## src/rtl/mips_pkg.sv

```systemverilog
// Shared encodings for the 5-bit-address MIPS pipeline: opcodes, R-type
// function codes, ALU operation codes and the ID/EX control bundle.
package mips_pkg;

  localparam logic [5:0] OP_RTYPE = 6'h00;
  localparam logic [5:0] OP_J     = 6'h02;
  localparam logic [5:0] OP_ADDI  = 6'h08;
  localparam logic [5:0] OP_ANDI  = 6'h0C;
  localparam logic [5:0] OP_ORI   = 6'h0D;
  localparam logic [5:0] OP_LW    = 6'h23;
  localparam logic [5:0] OP_SW    = 6'h2B;

  localparam logic [5:0] F_JR  = 6'h08;
  localparam logic [5:0] F_ADD = 6'h20;
  localparam logic [5:0] F_SUB = 6'h22;
  localparam logic [5:0] F_AND = 6'h24;
  localparam logic [5:0] F_OR  = 6'h25;
  localparam logic [5:0] F_SLT = 6'h2A;

  localparam logic [2:0] ALU_ADD = 3'd0;
  localparam logic [2:0] ALU_SUB = 3'd1;
  localparam logic [2:0] ALU_AND = 3'd2;
  localparam logic [2:0] ALU_OR  = 3'd3;
  localparam logic [2:0] ALU_SLT = 3'd4;

  // How the 16-bit immediate field is widened for execute
  typedef enum logic [1:0] {
    IMM_NONE = 2'd0,
    IMM_SIGN = 2'd1,
    IMM_ZERO = 2'd2
  } imm_kind_e;

  // Control bits carried from ID into EX
  typedef struct packed {
    logic [2:0] alu_op;
    logic       alu_src;
    logic       reg_write;
    logic       mem_read;
    logic       mem_write;
    logic       mem_to_reg;
  } idex_ctrl_t;

endpackage

```

## src/rtl/register_file.sv

```systemverilog
// 32x32 register file: two combinational read ports with write-through
// bypass, one synchronous write port, r0 hardwired to zero.
module register_file #(
  parameter int NREG = 32,
  parameter int DW   = 32
) (
  input  logic                     clk,
  input  logic                     rst_ni,
  input  logic [$clog2(NREG)-1:0]  rs_addr_i,
  input  logic [$clog2(NREG)-1:0]  rt_addr_i,
  input  logic                     we_i,
  input  logic [$clog2(NREG)-1:0]  waddr_i,
  input  logic [DW-1:0]            wdata_i,
  output logic [DW-1:0]            rs_data_o,
  output logic [DW-1:0]            rt_data_o
);

  localparam int RA = $clog2(NREG);

  logic [DW-1:0] regs_q [NREG];
  logic          rs_byp, rt_byp;

  // Storage: cleared on reset, written on the clock edge except for r0
  always_ff @(posedge clk or negedge rst_ni) begin
    if (!rst_ni) begin
      for (int i = 0; i < NREG; i++) regs_q[i] <= '0;
    end else if (we_i && (waddr_i != '0)) begin
      regs_q[waddr_i] <= wdata_i;
    end
  end

  // A write landing this cycle is forwarded so ID sees the newest value
  assign rs_byp = we_i && (waddr_i == rs_addr_i);
  assign rt_byp = we_i && (waddr_i == rt_addr_i);

  assign rs_data_o = (rs_addr_i == RA'(0)) ? '0 :
                     rs_byp ? wdata_i : regs_q[rs_addr_i];
  assign rt_data_o = (rt_addr_i == RA'(0)) ? '0 :
                     rt_byp ? wdata_i : regs_q[rt_addr_i];

endmodule

```

## src/rtl/instruction_decode.sv

```systemverilog
// ID stage: register read, field/control decode, J/JR resolution back to
// fetch, load-use stall detection and the ID/EX pipeline register.
module instruction_decode #(
  parameter int NREG = 32,
  parameter int DW   = 32,
  parameter int AW   = 5
) (
  input  logic                    clk,
  input  logic                    reset,
  input  logic [31:0]             instruction,
  input  logic [AW-1:0]           pc_4,
  input  logic                    wb_en,
  input  logic [$clog2(NREG)-1:0] wb_addr,
  input  logic [DW-1:0]           wb_data,
  output logic                    mux_ctrl,
  output logic [AW-1:0]           jp_address,
  output logic                    stall,
  output logic                    ex_valid,
  output logic [DW-1:0]           ex_rs_data,
  output logic [DW-1:0]           ex_rt_data,
  output logic [DW-1:0]           ex_imm,
  output logic [$clog2(NREG)-1:0] ex_dest,
  output logic [2:0]              ex_alu_op,
  output logic                    ex_alu_src,
  output logic                    ex_reg_write,
  output logic                    ex_mem_read,
  output logic                    ex_mem_write,
  output logic                    ex_mem_to_reg,
  output logic [AW-1:0]           ex_pc_4,
  output logic                    illegal
);

  import mips_pkg::*;

  localparam int RA = $clog2(NREG);

  function automatic logic [DW-1:0] ext_imm(input logic [15:0] imm, input imm_kind_e kind);
    case (kind)
      IMM_SIGN: ext_imm = {{(DW-16){imm[15]}}, imm};
      IMM_ZERO: ext_imm = {{(DW-16){1'b0}}, imm};
      default:  ext_imm = '0;
    endcase
  endfunction

  logic [5:0]    opcode, funct;
  logic [RA-1:0] rs_a, rt_a, rd_a;
  logic [DW-1:0] rs_data, rt_data;

  idex_ctrl_t    ctrl_dec;
  logic [RA-1:0] dest_dec;
  imm_kind_e     imm_kind;
  logic          reads_rt, is_j, is_jr, ill_dec, carries_ops;
  logic          hazard, issue;

  logic          kill_d, kill_q;
  logic          ex_valid_d, ex_valid_q;
  logic [DW-1:0] rs_d, rs_q, rt_d, rt_q, imm_d, imm_q;
  logic [RA-1:0] dest_d, dest_q;
  idex_ctrl_t    ctrl_d, ctrl_q;
  logic [AW-1:0] pc_d, pc_q;
  logic          illegal_d, illegal_q;

  assign opcode = instruction[31:26];
  assign rs_a   = instruction[25:21];
  assign rt_a   = instruction[20:16];
  assign rd_a   = instruction[15:11];
  assign funct  = instruction[5:0];

  register_file #(.NREG(NREG), .DW(DW)) u_rf (
    .clk       (clk),
    .rst_ni    (reset),
    .rs_addr_i (rs_a),
    .rt_addr_i (rt_a),
    .we_i      (wb_en),
    .waddr_i   (wb_addr),
    .wdata_i   (wb_data),
    .rs_data_o (rs_data),
    .rt_data_o (rt_data)
  );

  // Decode opcode/funct into EX control, destination, immediate form and jump type
  always_comb begin
    ctrl_dec    = '0;
    dest_dec    = '0;
    imm_kind    = IMM_NONE;
    reads_rt    = 1'b0;
    is_j        = 1'b0;
    is_jr       = 1'b0;
    ill_dec     = 1'b0;
    carries_ops = 1'b0;
    case (opcode)
      OP_RTYPE: begin
        if (instruction != 32'h0) begin
          case (funct)
            F_ADD, F_SUB, F_AND, F_OR, F_SLT: begin
              carries_ops        = 1'b1;
              reads_rt           = 1'b1;
              dest_dec           = rd_a;
              ctrl_dec.reg_write = 1'b1;
              case (funct)
                F_SUB:   ctrl_dec.alu_op = ALU_SUB;
                F_AND:   ctrl_dec.alu_op = ALU_AND;
                F_OR:    ctrl_dec.alu_op = ALU_OR;
                F_SLT:   ctrl_dec.alu_op = ALU_SLT;
                default: ctrl_dec.alu_op = ALU_ADD;
              endcase
            end
            F_JR:    is_jr   = 1'b1;
            default: ill_dec = 1'b1;
          endcase
        end
      end
      OP_ADDI, OP_ANDI, OP_ORI: begin
        carries_ops        = 1'b1;
        dest_dec           = rt_a;
        ctrl_dec.alu_src   = 1'b1;
        ctrl_dec.reg_write = 1'b1;
        imm_kind           = (opcode == OP_ADDI) ? IMM_SIGN : IMM_ZERO;
        ctrl_dec.alu_op    = (opcode == OP_ADDI) ? ALU_ADD :
                             (opcode == OP_ANDI) ? ALU_AND : ALU_OR;
      end
      OP_LW: begin
        carries_ops         = 1'b1;
        dest_dec            = rt_a;
        imm_kind            = IMM_SIGN;
        ctrl_dec.alu_src    = 1'b1;
        ctrl_dec.reg_write  = 1'b1;
        ctrl_dec.mem_read   = 1'b1;
        ctrl_dec.mem_to_reg = 1'b1;
      end
      OP_SW: begin
        carries_ops        = 1'b1;
        reads_rt           = 1'b1;
        dest_dec           = rt_a;
        imm_kind           = IMM_SIGN;
        ctrl_dec.alu_src   = 1'b1;
        ctrl_dec.mem_write = 1'b1;
      end
      OP_J:    is_j    = 1'b1;
      default: ill_dec = 1'b1;
    endcase
  end

  // Load-use hazard against the load now in EX; a killed slot never stalls
  assign hazard = ex_valid_q && ctrl_q.mem_read && (dest_q != '0) &&
                  ((dest_q == rs_a) || ((dest_q == rt_a) && reads_rt));
  assign stall  = !kill_q && hazard;
  assign issue  = !kill_q && !stall;

  assign mux_ctrl   = issue && (is_j || is_jr);
  assign jp_address = is_jr ? rs_data[AW-1:0] : instruction[AW-1:0];
  assign kill_d     = mux_ctrl;

  // Next ID/EX contents: empty bubble on kill/stall, decoded word otherwise
  always_comb begin
    ex_valid_d = 1'b0;
    rs_d       = '0;
    rt_d       = '0;
    imm_d      = '0;
    dest_d     = '0;
    ctrl_d     = '0;
    pc_d       = '0;
    illegal_d  = 1'b0;
    if (issue) begin
      ex_valid_d = 1'b1;
      pc_d       = pc_4;
      illegal_d  = ill_dec;
      if (carries_ops) begin
        rs_d   = rs_data;
        rt_d   = rt_data;
        imm_d  = ext_imm(instruction[15:0], imm_kind);
        dest_d = dest_dec;
        ctrl_d = ctrl_dec;
      end
    end
  end

  // ---- ID / EX boundary ----
  always_ff @(posedge clk or negedge reset) begin
    if (!reset) begin
      kill_q     <= 1'b0;
      ex_valid_q <= 1'b0;
      rs_q       <= '0;
      rt_q       <= '0;
      imm_q      <= '0;
      dest_q     <= '0;
      ctrl_q     <= '0;
      pc_q       <= '0;
      illegal_q  <= 1'b0;
    end else begin
      kill_q     <= kill_d;
      ex_valid_q <= ex_valid_d;
      rs_q       <= rs_d;
      rt_q       <= rt_d;
      imm_q      <= imm_d;
      dest_q     <= dest_d;
      ctrl_q     <= ctrl_d;
      pc_q       <= pc_d;
      illegal_q  <= illegal_d;
    end
  end

  assign ex_valid      = ex_valid_q;
  assign ex_rs_data    = rs_q;
  assign ex_rt_data    = rt_q;
  assign ex_imm        = imm_q;
  assign ex_dest       = dest_q;
  assign ex_alu_op     = ctrl_q.alu_op;
  assign ex_alu_src    = ctrl_q.alu_src;
  assign ex_reg_write  = ctrl_q.reg_write;
  assign ex_mem_read   = ctrl_q.mem_read;
  assign ex_mem_write  = ctrl_q.mem_write;
  assign ex_mem_to_reg = ctrl_q.mem_to_reg;
  assign ex_pc_4       = pc_q;
  assign illegal       = illegal_q;

endmodule

```

## config.mk

```make
export PLATFORM = sky130hd
export DESIGN_NAME = instruction_decode
export DESIGN_NICKNAME = d
export VERILOG_FILES = /design/src/rtl/mips_pkg.sv /design/src/rtl/register_file.sv /design/src/rtl/instruction_decode.sv
export SDC_FILE = /design/constraint.sdc
export NUM_CORES = 2
export LEC_CHECK = 0
export CAP_MARGIN = 20
export CORE_ASPECT_RATIO = 0.75
export CORE_MARGIN = 2
export CORE_UTILIZATION = 55
export CTS_CLUSTER_DIAMETER = 100
export DETAILED_ROUTE_END_ITERATION = 6
export PLACE_DENSITY = 0.8
export SYNTH_ARGS = -nofsm -noshare
export SYNTH_HDL_FRONTEND = slang
export SYNTH_SLANG_ARGS = --single-unit
```

## constraint.sdc

```tcl
create_clock -name clk -period 9.5 [get_ports clk]
set_clock_uncertainty 0.2 [all_clocks]
set_input_delay 2.375 -clock clk [delete_from_list [all_inputs] [get_ports clk]]
set_output_delay 2.375 -clock clk [all_outputs]
set_load 0.005 [all_outputs]
```

**Yosys cells after proc, flatten, opt, wreduce, memory -nomap -nowiden**

Index checks and enable logic that the tools add are counted.
W data, S select, Z words.

- Input bits: 77
- Bits in registers: 1141
- Logic and storage cells: 153
- Output and inout port bits: 123

- Multiplexer cells: 54
- Reduce and logical (&&, ||, !) cells: 28
- Bitwise gates (word level): 3
- Equal/unequal tests: 18
- Magnitude comparators: 4

Operators with widths:

| operator | number |
|---|---|
| $bwmux W1024 | 1 |
| $mux W32 | 15 |
| $bmux W32 S5 | 2 |
| $demux W32 S5 | 1 |
| $pmux W32 S2 | 1 |
| $eq A6 B6 Y1 const B | 7 |
| $reduce_bool A32 Y1 | 1 |
| $mux W5 | 6 |
| $eq A6 B4 Y1 const B | 4 |
| $eq A5 B5 Y1 | 4 |
| $ge A6 B6 Y1 const B | 3 |
| $not A5 Y6 | 3 |
| $mux W8 | 2 |
| $mux W1 | 14 |
| $pmux W3 S4 | 1 |
| $reduce_or A6 Y1 | 2 |
| $logic_and A1 B1 Y1 | 11 |
| $logic_not A5 Y1 | 2 |
| $pmux W5 S2 | 1 |
| $reduce_bool A5 Y1 | 2 |
| $reduce_or A5 Y1 | 2 |
| $pmux W1 S2 | 4 |
| $eq A6 B2 Y1 const B | 1 |
| $logic_not A6 Y1 | 1 |
| other kinds (12) | 16 |

**Longest topological paths before layout**

- Depth in word-level cells: 12
- Gate-level depth with buffers: 11
- Depth with buffers taken out: 9

**Hierarchy**

Synthesis repeated with hierarchy kept, for this count alone.

- Cells, all modules: 4146
- Area, all modules: 59095.4 µm²

By module, submodules not included:

| module | area each (µm²) | times used | cells each |
|---|---|---|---|
| register_file | 55136.6 | 1 | 3818 |
| instruction_decode | 3958.8 | 1 | 328 |

**Worst setup path before layout**

OpenSTA, ideal clock, no wires.

- Path type: input to output
- Start: input port instruction[21]
- End: output port jp_address[3]
- Data required time: 6.925 ns
- Stages: 10
- Data arrival time: 4.202 ns
- Path buffers: 4
- Slack: 2.723 ns
- Cell sequence: buf_4 buf_4 buf_2 buf_2 nor2_1 a22oi_1 a31oi_1 nor4_1 o21ai_0 a21boi_0

- Cells in the longest elaborated chain, start to end: 7
- Elaborated cells between the ends (all ways): 13
- Those cells by class: eq/ne (1); mux (8); bitwise (1); reduce/logical (3)

RTL lines:

| element | line | RTL |
|---|---|---|
| from (decl) | instruction_decode.sv:10 | `input logic [31:0] instruction,` |
| $not A5 Y6 (implied by the code) | register_file.sv:37 | `rs_byp ? wdata_i : regs_q[rs_addr_i];` |
| $bmux W32 S5 | register_file.sv:37 |  |
| $mux W32 (implied by the code) (2 in series) | register_file.sv:37 |  |
| $mux W32 | register_file.sv:37 |  |
| $mux W32 | register_file.sv:36 | `assign rs_data_o = (rs_addr_i == RA'(0)) ? '0 :` |
| $mux W5 * | instruction_decode.sv:151 | `assign jp_address = is_jr ? rs_data[AW-1:0] : instruction[AW-1:0];` |
| to (decl) | instruction_decode.sv:16 | `output logic [AW-1:0] jp_address,` |

Every way passes the cells marked *; elsewhere a longest branch is shown, timed or not. The select of a mux whose other input is x is not followed.

**Final worst setup path**

- Start: input port instruction[21]
- End: output port jp_address[0]

The elaborated chain is that of the path after synthesis.

==> impl_metrics.env <==
export IMPL_yosysSeqAreaShare_pct=48.4
export IMPL_fin_ws_ns=1.28
export IMPL_pre_cts_slack_ns=1.30
export IMPL_crit_chain="buf_8 -> buf_4 -> mux4_2 -> a22oi_1 -> a211oi_1 -> a21oi_1 -> o21bai_1 -> clkdlybuf4s50_1"
export IMPL_htreeDepth=3
export IMPL_vias_per_cell=7.26
export IMPL_period_needed_ns=8.22
export IMPL_final_hold_viol_count=0
export IMPL_die_h_um=286
export IMPL_startpoint_type="input port"
export IMPL_fmax_mhz=122
export IMPL_syn_inst=4157
export IMPL_violations="DRC"
export IMPL_synth_seq_cells=1125
export IMPL_synth_edf_count=0
export IMPL_ys_warn_count=0
export IMPL_intPower_uw=9770
export IMPL_synth_top_area_cell="dfrtp_1"
export IMPL_reg2reg_from="ex_dest[1]"
export IMPL_min_path_cells=0
export IMPL_syn_area_per_cell_um2=14.0
export IMPL_grt_pass1_vias=40426
export IMPL_setup_viol=0
export IMPL_clk_pin_slew_ns=0.07
export IMPL_cp_top_family="buffers and inverters"
export IMPL_area_delta_synth_final_pct=12.1
export IMPL_sequentialPowerShare_pct=46.7
export IMPL_min_from="u_rf.regs_q[1017]"
export IMPL_required_ns=6.93
export IMPL_fin_crit_sh_pct=86.6
export IMPL_mostFrequentLayoutCell="dfrtp_1"
export IMPL_async_flop_share_pct=100
export IMPL_ctsResizeCount=0
export IMPL_clkSinkCount=1125
export IMPL_initial_core_util_pct=55.4
export IMPL_path_depth=8
export IMPL_drc=2
export IMPL_hpwl_mm=109
export IMPL_synthTopCellsByArea="dfrtp_1 48%, mux2_2 19%, mux4_2 16%"
export IMPL_p_leak_uw=0.0280
export IMPL_gr_usage_all_layers_pct=34.6
export IMPL_post_synth_num_cell_types=62
export IMPL_io_buffer_count=199
export IMPL_clockBufferDepth=3
export IMPL_clock_latency_ns=0.72
export IMPL_p_per_area_nw_per_um2=207
export IMPL_crit_start="instruction[21]"
export IMPL_num_io_pins=200
export IMPL_slew_headroom_pct=15.2
export IMPL_ant_nets=0
export IMPL_rsz0062_at_grt="false"
export IMPL_finalNonFillerCells=5626
export IMPL_slowest_stage="buf_4"
export IMPL_synthFlopType="dfrtp_1"
export IMPL_critical_path_max_stage_delay_ns=0.69
export IMPL_power_switching_uw=3700
export IMPL_antenna_found_initial=9
export IMPL_drive_above_1_share_pct=42.4
export IMPL_grt_max_degree=172
export IMPL_switching_share_pct=27.5
export IMPL_worstPathArrival_ns=5.65
export IMPL_cts_tree="done"
export IMPL_crit_fanout=85
export IMPL_dp_cells=5414
export IMPL_irDropWorstVdd_mv=0.214
export IMPL_yosys_area_top_type_share_pct=48.4
export IMPL_slew_viol_final=0
export IMPL_num_vias=40842
export IMPL_reg2reg_depth=6
export IMPL_timing_hold_ws_ns=0.197
export IMPL_critical_path_class="in -> out"
export IMPL_post_cts_buffers=0
export IMPL_cap_violations=0
export IMPL_cts_made_buffers=108
export IMPL_path_buf_inv=3
export IMPL_tns_ns=0
export IMPL_core_area_um2=105000
export IMPL_wire_per_inst_um=33.5
export IMPL_overflow=0
export IMPL_drtIter0Drc=6277
export IMPL_drt_wl_total_mm=188
export IMPL_die_w_um=380
export IMPL_outcome="complete, but fails checks"
export IMPL_dieArea_um2=108000
export IMPL_hp_class="reg -> reg"
export IMPL_hold_buffers=0
export IMPL_layout_common_cells="1125 x dfrtp_1, 997 x mux2_2, 407 x mux4_2"
export IMPL_worstMarginPinSlew_ns=1.27
export IMPL_clockRootBuffer="clkbuf_16"
export IMPL_cp_end_kind="output pin"
export IMPL_gp_congestion=0.948
export IMPL_first_pass_iters=7
export IMPL_syn_cell_area_um2=58200
export IMPL_grt_pass1_wl_mm=278
export IMPL_power_frac_comb_pct=19.3
export IMPL_syn_nets=4236
export IMPL_pwr_share_clk_pct=34.0
export IMPL_row_count=103
export IMPL_finalNetCount=4200
-- synthesized netlist by cell type (all sizes together), types with 15 or more instances --
cell type,n
nor2,104
clkbuf,310
nand2,108
buf,153
mux2,997
o21ai,47
nand2b,22
a31oi,17
and3,34
o211ai,36
nor3,78
a22oi,148
and2,18
o2111ai,21
dfrtp,1125
mux2i,201
a21oi,24
inv,16
mux4,407
o22ai,70
or3,15
nand3,89
-- logic make-up (layout without fill, tap and decap cells) --
group / count (synthesis) / in the layout / share of synthesized area, %
other cells: 0 / 3 / 0
buf+inv: 480 / 529 / 3.44
flops: 1125 / 1125 / 48.4
compound gates: 399 / 399 / 4.76
simple gates: 526 / 526 / 4.56
xor+xnor: 20 / 20 / 0.301
fa+ha+maj: 2 / 2 / 0.0430
mux: 1605 / 1605 / 38.5
-- state kept, by name, summed over array words and instances, names as in the netlist, 3 cells and up --
register and count:
ex_dest 5, ex_rs_data 32, u_rf.regs_q 1024, ex_rt_data 32, ex_imm 17, ex_pc_4 5
ex_alu_op 3
-- power groups by stage --
stage / combinational [uW] / clock, uW / sequential, uW
after floorplan: 1910 / 0 / 6090
after global placement: 2460 / 0 / 6260
after detailed placement: 2540 / 0 / 6320
after CTS: 2550 / 4600 / 6240
after global routing: 2750 / 4810 / 6370
final: 2600 / 4590 / 6290
-- worst register-to-register path, cell delays in order, from the launching register on --
cell	delay [ns]
dfrtp_1	0.46
or3_1	0.38
o311a_1	0.34
a221o_1	0.39
or3_2	0.69
buf_4	0.41
nor3_1	0.90
-- layout make-up --
class                           count  area (um^2)
Multi-Input combinational cell   2552        28300
Clock inverter                     43          581
Clock buffer                      152         3140
Antenna cell                        3         7.51
Fill cell                        7636        39800
Timing Repair Buffer              317         3210
Tap cell                         1417         1770
Sequential cell                  1125        28200
Inverter                           17         63.8
-- final timing paths --
kind,endpoint,slack (ns)
max reg2reg,ex_rs_data[31],5.54
min,u_rf.regs_q[1017],0.20
min in group asynchronous,u_rf.regs_q[521],1.45
max,jp_address[0],1.28
min reg2reg,u_rf.regs_q[1017],0.20
max in group asynchronous,u_rf.regs_q[62],5.75
-- per-layer routing --
layer / part of all wire, % / GRT usage, % / vias to the layer above / wire (um)
met2: 43 / 49.6 / 3091 / 81800
met5: 0.066 / 0 / - / 124
met3: 14 / 11.7 / 632 / 26000
li1: - / - / 15750 / -
met1: 38 / 48.2 / 21358 / 70700
met4: 5.2 / 15.7 / 11 / 9830
-- per-stage QoR --
stage	power, uW	instance area, um^2	util (%)
floorplan	8000	58200	-
global placement	8720	61100	58.2
detailed placement	8860	61200	58.2
CTS	13400	64900	61.8
global route	13900	65200	62.1
finish	13500	65200	62.1
No activity file was read; power rests on OpenSTA's default activity.
